## src/rtl/teak_hs_sync_receiver_if.sv

```systemverilog
// Channel bundle for teak_hs_sync_receiver: async four-phase request/ack with bundled data,
// plus the synchronous valid/ready output port. Names are from the receiver's point of view.
interface teak_hs_sync_receiver_if #(
  parameter int unsigned WIDTH = 32
) ();
  logic             req_i;
  logic [WIDTH-1:0] data_i;
  logic             ack_o;
  logic             out_valid;
  logic             out_ready;
  logic [WIDTH-1:0] out_data;

  // Initiator/sink side: drives the async request, bundled data and downstream ready.
  modport master (
    output req_i,
    output data_i,
    output out_ready,
    input  ack_o,
    input  out_valid,
    input  out_data
  );

  // Receiver side.
  modport slave (
    input  req_i,
    input  data_i,
    input  out_ready,
    output ack_o,
    output out_valid,
    output out_data
  );
endinterface

```

## src/rtl/teak_hs_sync_receiver.sv

```systemverilog
// Clocked responder for a four-phase bundled-data channel: synchronises req, captures data,
// offers it on valid/ready and returns ack. Define TEAK_HS_RX_EARLY_ACK_EN for early ack.
module teak_hs_sync_receiver #(
  parameter int unsigned WIDTH       = 32,
  parameter int unsigned SYNC_STAGES = 2   // legal range 2..4
) (
  input  logic                   clk,
  input  logic                   reset_n,
  teak_hs_sync_receiver_if.slave bus
);

  typedef enum logic [1:0] {
    StIdle,
    StHold,
    StAcked
  } state_e;

  state_e                 state_q, state_d;
  logic [SYNC_STAGES-1:0] sync_q;
  logic [SYNC_STAGES-1:0] prime_q;
  logic                   rearm_q, rearm_d;
  logic                   ack_q, ack_d;
  logic                   valid_q, valid_d;
  logic [WIDTH-1:0]       data_q, data_d;
  logic                   req_s;
  logic                   primed;

  assign req_s  = sync_q[SYNC_STAGES-1];
  // The cleared synchroniser reads 0 after reset without having observed req_i; rearm may
  // only be released once the chain holds genuine samples, so a stale high req is not taken.
  assign primed = prime_q[SYNC_STAGES-1];

  always_ff @(posedge clk or negedge reset_n) begin
    if (!reset_n) begin
      sync_q  <= '0;
      prime_q <= '0;
    end else begin
      sync_q  <= {sync_q[SYNC_STAGES-2:0], bus.req_i};
      prime_q <= {prime_q[SYNC_STAGES-2:0], 1'b1};
    end
  end

  always_comb begin
    state_d = state_q;
    rearm_d = rearm_q;
    ack_d   = ack_q;
    valid_d = valid_q;
    data_d  = data_q;

`ifdef TEAK_HS_RX_EARLY_ACK_EN
    // The output buffer drains independently of the async return-to-zero.
    if (valid_q && bus.out_ready) begin
      valid_d = 1'b0;
    end
    unique case (state_q)
      StIdle: begin
        if (!req_s && primed) begin
          rearm_d = 1'b0;
        end
        if (req_s && !rearm_q && (!valid_q || bus.out_ready)) begin
          data_d  = bus.data_i;
          valid_d = 1'b1;
          ack_d   = 1'b1;
          state_d = StAcked;
        end
      end
      StAcked: begin
        if (!req_s) begin
          ack_d   = 1'b0;
          state_d = StIdle;
        end
      end
      default: state_d = StIdle;
    endcase
`else
    unique case (state_q)
      StIdle: begin
        if (!req_s && primed) begin
          rearm_d = 1'b0;
        end
        if (req_s && !rearm_q && !valid_q) begin
          data_d  = bus.data_i;
          valid_d = 1'b1;
          state_d = StHold;
        end
      end
      // A req that drops early is ignored here: ack still waits for the word to be taken.
      StHold: begin
        if (valid_q && bus.out_ready) begin
          valid_d = 1'b0;
          ack_d   = 1'b1;
          state_d = StAcked;
        end
      end
      StAcked: begin
        if (!req_s) begin
          ack_d   = 1'b0;
          state_d = StIdle;
        end
      end
      default: state_d = StIdle;
    endcase
`endif
  end

  always_ff @(posedge clk or negedge reset_n) begin
    if (!reset_n) begin
      state_q <= StIdle;
      rearm_q <= 1'b1;
      ack_q   <= 1'b0;
      valid_q <= 1'b0;
      data_q  <= '0;
    end else begin
      state_q <= state_d;
      rearm_q <= rearm_d;
      ack_q   <= ack_d;
      valid_q <= valid_d;
      data_q  <= data_d;
    end
  end

  assign bus.ack_o     = ack_q;
  assign bus.out_valid = valid_q;
  assign bus.out_data  = data_q;

`ifndef SYNTHESIS
  a_stall_hold: assert property (@(posedge clk) disable iff (!reset_n)
    (valid_q && !bus.out_ready) |=> (valid_q && $stable(data_q)));
  a_ack_state: assert property (@(posedge clk) disable iff (!reset_n)
    ack_q == (state_q == StAcked));
`endif

endmodule

```

## src/flat_wrapper.sv

```systemverilog
// flat-port wrapper written by rule: the top's interface ports become plain ports
module teak_hs_sync_receiver_flat 
#(
  parameter int unsigned WIDTH       = 32,
  parameter int unsigned SYNC_STAGES = 2                      
)
  (clk, reset_n, bus_req_i, bus_data_i, bus_out_ready, bus_ack_o, bus_out_valid, bus_out_data);
  teak_hs_sync_receiver_if #(.WIDTH(WIDTH)) bus_i ();
  input  logic clk;
  input  logic reset_n;
  input wire logic [$bits(bus_i.req_i)-1:0] bus_req_i;
  input wire logic [$bits(bus_i.data_i)-1:0] bus_data_i;
  input wire logic [$bits(bus_i.out_ready)-1:0] bus_out_ready;
  output wire logic [$bits(bus_i.ack_o)-1:0] bus_ack_o;
  output wire logic [$bits(bus_i.out_valid)-1:0] bus_out_valid;
  output wire logic [$bits(bus_i.out_data)-1:0] bus_out_data;
  assign bus_i.req_i = bus_req_i;
  assign bus_i.data_i = bus_data_i;
  assign bus_i.out_ready = bus_out_ready;
  assign bus_ack_o = bus_i.ack_o;
  assign bus_out_valid = bus_i.out_valid;
  assign bus_out_data = bus_i.out_data;
  teak_hs_sync_receiver #(.WIDTH(WIDTH), .SYNC_STAGES(SYNC_STAGES)) u_core (.clk(clk), .reset_n(reset_n), .bus(bus_i));
endmodule
```

## config.mk

```make
export PLATFORM = sky130hd
export DESIGN_NAME = teak_hs_sync_receiver_flat
export DESIGN_NICKNAME = d
export VERILOG_FILES = /design/src/rtl/teak_hs_sync_receiver_if.sv /design/src/rtl/teak_hs_sync_receiver.sv /design/src/flat_wrapper.sv
export SDC_FILE = /design/constraint.sdc
export NUM_CORES = 1
export LEC_CHECK = 0
export ABC_AREA = 1
export CORE_MARGIN = 2
export CORE_UTILIZATION = 39
export CTS_BUF_LIST = sky130_fd_sc_hd__clkbuf_2 sky130_fd_sc_hd__clkbuf_4 sky130_fd_sc_hd__clkbuf_8
export CTS_CLUSTER_DIAMETER = 40
export DETAILED_ROUTE_END_ITERATION = 8
export GPL_ROUTABILITY_DRIVEN = 0
export PLACE_DENSITY = 0.82
export SETUP_SLACK_MARGIN = 0.2
export SLEW_MARGIN = 10
export SYNTH_ARGS = -nofsm -noshare
export SYNTH_HDL_FRONTEND = slang
export SYNTH_SLANG_ARGS = --single-unit
```

## constraint.sdc

```tcl
create_clock -name clk -period 1.1 [get_ports clk]
set_input_delay 0.22 -clock clk [delete_from_list [all_inputs] [get_ports clk]]
set_output_delay 0.22 -clock clk [all_outputs]
set_load 0.05 [all_outputs]
```

* After elaboration in Yosys (flattened, before gate mapping)
Cells that the tools add are included.
** Storage, ports and cells
- Output and inout port bits :: 34
- Word-level logic and storage cells :: 37
- Bits in registers :: 41
- Input port bits :: 36
** Cells by class
- Eq/ne operators :: 5
- Reduce and logical (&&, ||, !) cells :: 15
- Muxes and demuxes :: 10
** Operator list (count)
- $reduce_and 3->1 :: 3
- $mux 2 :: 3
- $pmux 2 s3 :: 1
- $logic_and 1x1->1 :: 4
- $mux 1 :: 4
- $ne 2x1->1 const B :: 2
- $pmux 1 s2 :: 2
- $reduce_and 2->1 :: 2
- $reduce_bool 2->1 :: 2
- $logic_not 1->1 :: 3
- $eq 2x1->1 const B :: 1
- $eq 2x2->1 const B :: 1
- $logic_not 2->1 :: 1
- $ne 2x2->1 const B :: 1

* Logic depth before layout (Yosys ltp)
- Depth after elaboration :: 5
- Mapped depth :: 6
- Mapped depth without buffers :: 5

* Least setup slack after synthesis
OpenSTA, ideal clock, no wires.
- Path type :: register to register
- Start point :: register u_core.valid_q (netlist: u_core.bus.out_valid)
- End point :: register u_core.data_q[0] (netlist: u_core.bus.out_data[0])
- Required time :: 0.981 ns
- Library setup time :: 0.119 ns
- Slack :: -0.199 ns
- Stages on the path, launching flop included :: 5
- Arrival :: 1.179 ns
- Cell sequence :: dfrtp_1 > inv_2 > clkbuf_1 > nand4_1 > nand2_1
** Between the ends
- Word-level cells in the longest chain between the ends :: 3
** Ends and longest elaborated chain
- from (decl) :: line teak_hs_sync_receiver.sv:23 : logic valid_q, valid_d;
- from (signal assigned) :: line teak_hs_sync_receiver.sv:117 : valid_q <= valid_d;
- $logic_not 1->1 :: line teak_hs_sync_receiver.sv:81 : if (req_s && !rearm_q && !valid_q) begin
- $logic_and 1x1->1 :: line teak_hs_sync_receiver.sv:81
- $reduce_and 2->1 (no source line)
- to (signal assigned) :: line teak_hs_sync_receiver.sv:118 : data_q <= data_d;
- to (decl) :: line teak_hs_sync_receiver.sv:24 : logic [WIDTH-1:0] data_q, data_d;
No other way between the ends.
A chain may end at the register's enable or synchronous reset.

* Final worst setup path
- Start point :: register u_core.valid_q (netlist: u_core.bus.out_valid)
- End point :: output port bus_out_valid
** RTL lines
- to (decl) :: line flat_wrapper.sv:15 : output wire logic [$bits(bus_i.out_valid)-1:0] bus_out_valid;
No word-level cell between the ends.

==> impl.org <==
** Detailed routing
- Number of remaining DRC errors :: 0
- The final layout contains routed wiring with a total length of 4.602 mm.
- The first detailed-routing pass took 4 iterations.
- Routed via count divided by cell count :: 5.003
- Vias post-DR :: 1,616
- In the final routed layout, each cell accounts on average for 14.25 um.
- In this run, the number of DRC markers left after iteration 0 of detailed routing was 81.
- Final ANT Viol Nets :: 0

** Power and ir drop
- Pwr dens :: 857.4 nW/um^2
- Overall power consumption :: 2733 uW
- Standby leakage power :: 0.001469 uW
- Maximum VDD drop :: 0.8144 mV

** Worst setup path
- At the worst endpoint, the required time is 880 ps.
- Worst reg-to-reg setup slack :: -50 ps
- Capture point of the worst reg-to-reg path :: u_core.bus.out_data[26]
- Highest net fanout along the worst path :: 2
- Critical path's largest stage delay :: 420 ps
- Worst Setup EP :: bus_out_valid
- Cell-by-cell listing of the critical path :: buf_6, buf_12
- The worst register-to-register path begins at u_core.rearm_q.
- CP max stage cell :: dfrtp_2
- The worst register-to-register path has a depth of 5.
- Arr. time, crit path :: 980 ps
- Tracing the worst setup path back leads to its startpoint at u_core.bus.out_valid.
- The critical path in this run is classified as flip-flop to output port.
- The worst setup path is launched from a flip-flop.
- Type of element capturing the critical path :: output port

** Final layout
- In the final layout, the share of cells above drive strength 1 is 34.07%.
- Final standard cell utilization of the core :: 79.13%
- Relative to the synthesized area, the layout overhead comes to 94.65%.
- After filler insertion, the fill cell instance count of the layout stands at 255.
- The final layout contains 308 nets.
- Post-layout instance count excluding filler cells :: 323
- Antenna diode count :: 0

** Run status
- Run status :: finished with violations
- The checks that failed: negative setup slack.

** Logic synthesis
- In the synthesized netlist the dominant register cell turns out to be dfrtp_1.
- Counting every instance in the synthesized netlist gives 170.
- Number of distinct standard cells referenced by the synthesized netlist :: 14
- Yosys attributes the largest share of cell area to dfrtp_1, nand2_1, nand4_1, buf_2, dfstp_2.
- A synthesized cell averages 9.634 sq um.
- Synth Net Count :: 206
- Summing every instance area after synthesis gives 1638 sq um.
- Number of register bits inferred by synthesis :: 41
- nand2_1 is the most common cell in the netlist.
- For this run, the number of Yosys warnings is 0.
- The share of synthesized area in the top cell type comes to 61.12%.
- The commonest cells after synthesis are nand2_1, dfrtp_1, nand4_1.
- Seq/Total Area, Yosys :: 62.72%
- Number of enable-type register cells in the synthesized netlist :: 0
- Async SR Flop Fraction :: 100.0%
- The synthesized design spends more area on one cell type than any other, namely dfrtp_1.

** Timing
- Setup total negative slack on the finished layout was measured at -730.2 ps.
- Period utilisation layout :: 108.8%
- The hold violation total from the final report is 0.
- Setup repair after global routing missed its margin :: true
- Once routing completed, OpenROAD measured the worst setup slack at -96.33 ps.
- Setup violations remaining at the end of the flow were counted as 45.
- Number of pins exceeding their max-slew limit in the final report :: 0
- Shortest period the worst path allows :: 1196 ps
- Derived from the worst setup path, the maximum achievable clock frequency is 835.9 MHz.
- Setup Skew :: 7.615 ps

** Run
- The tool flagged a number of max-cap violations equal to 0.

** Clocking
- Clock slew seen by the registers of the worst setup and hold paths :: 80 ps
- Later-pin clock latency in the skew report :: 300 ps
- Num CTS Buffers :: 5
- The clock passes through at most 2 buffers.
- Clock root buffer master :: clkbuf_8
- TritonCTS built the clock tree.
- The tree built by TritonCTS fans out to 41 sinks.
- The H-tree was split into 2 levels.

** Placement
- Prior to clock tree synthesis, the placed netlist has a worst setup slack of -247.4 ps.
- Number of input and output port buffers inserted :: 69
- The HPWL after detailed placement is 2.907 mm.
- Instance count after placement with tap cells included :: 290

** Global route
- Across every metal layer, demand over resource in global routing totals 21.08%.
- Number of global-route vias before repair :: 1,573
- First-pass GRT wire length :: 7.189 mm
- Entering global routing, the biggest net connects 42 pins.
- For this run the aggregate overflow at the end of global routing stands at 0.
- The initial antenna violation count is 0.

** Min path
- In this run the most critical hold path is launched from u_core.prime_q[0].
- The tightest min-delay check is of the flip-flop to flip-flop type.

** Floorplanning
- The die is 68.81 um wide.
- Core Region :: 4029 sq um
- 70 I/O pins were placed.
- The floorplan step defined a die boundary enclosing 4734 sq um.
- Die Ht :: 68.81 um
- For this configuration, the core starts out at a cell density of 40.65%.
- Num rows :: 23
-- cell families (layout without fill, tap and decap cells) --
family	after synthesis	after routing	synth area share [%]
other	1	1	0.2290
AO/OA/AOI/OAI	1	1	0.3822
AND/OR/NAND/NOR	111	111	32.31
buffers and inverters	16	119	4.355
flip-flops	41	41	62.72
-- how the worst min path moves through the flow --
stage / slack (ps) / to / cells past startpoint
after floorplan: -80 / u_core.bus.ack_o / 0
after global placement: 210 / u_core.bus.out_data[14] / 2
after detailed placement: 210 / u_core.bus.out_data[31] / 2
after CTS: 350 / u_core.sync_q[0] / 1
after global routing: 360 / u_core.prime_q[1] / 0
final: 350 / u_core.prime_q[1] / 0
-- routing by layer --
layer	track usage [%]	wire length, um	vias up
met3	6.331	279	11
met1	24.07	1764	778
met4	9.314	98	0
met5	0	0	-
met2	36.42	2460	56
li1	-	-	771
-- area by class of cell --
| class | instances | area (sq um) | share of cell area, % |
|---|---|---|---|
| sequential | 41 | 1030 | 32.30 |
| timing repair buffer | 107 | 1418 | 44.47 |
| inverter | 4 | 17.52 | 0.5495 |
| tap | 50 | 62.56 | 1.962 |
| multi-input combinational | 113 | 574.3 | 18.01 |
| clock buffer | 5 | 68.82 | 2.159 |
| clock inverter | 3 | 17.52 | 0.5495 |
-- timing repair --
item,4_1_cts,5_1_grt
cloned,1,0
endpoints found under the setup margin,69,71
pin swaps,3,7
setup buffers,16,7
hold buffers,1,0
hold endpoints to repair,40,0
gates resized for setup,6,12
-- worst max-delay path, delay by kind of cell (launching register included) --
family	cells	cell delay, ps
buf+inv	2	260
flops	1	420
-- sequential cells by signal, summed over array words and instances (netlist names) --
| name | count |
|---|---|
| u_core.bus.out_data | 32 |
| u_core.sync_q | 2 |
| u_core.state_q | 2 |
| u_core.prime_q | 2 |
| u_core.bus.out_valid | 1 |
| u_core.rearm_q | 1 |
| u_core.bus.ack_o | 1 |
-- power by group --
group | leakage, uW | switching (uW) | internal [uW]
combinational | 0.00104 | 84.6 | 158
clock | 0.0000439 | 536 | 438
sequential | 0.000380 | 4.03 | 1510
-- cells in the final DEF, fill, tap and decap left out --
| master | instances |
|---|---|
| inv_1 | 2 |
| dfrtp_1 | 38 |
| dfstp_2 | 1 |
| nand3_1 | 2 |
| buf_4 | 23 |
| clkbuf_8 | 5 |
| buf_2 | 1 |
| nor2_2 | 1 |
| conb_1 | 1 |
| nor2_4 | 2 |
| inv_2 | 1 |
| inv_4 | 1 |
| clkdlybuf4s50_1 | 34 |
| nand2_1 | 70 |
| buf_12 | 38 |
| a31oi_4 | 1 |
| clkinvlp_4 | 1 |
| nand2_2 | 2 |
| clkinv_2 | 2 |
| dlygate4sd3_1 | 1 |
| buf_6 | 9 |
| buf_16 | 1 |
| nand4_1 | 32 |
| dfrtp_2 | 2 |
| nand3_4 | 2 |
-- through the flow --
step                hold slack [ps]  cell area, sq um
global route                  356.2              3188
floorplan                    -75.59              1669
CTS                           350.0              3085
finish                        352.1              3188
global placement              208.1              2821
detailed placement            214.2              2821
No activity file was read; power rests on OpenSTA's default activity.
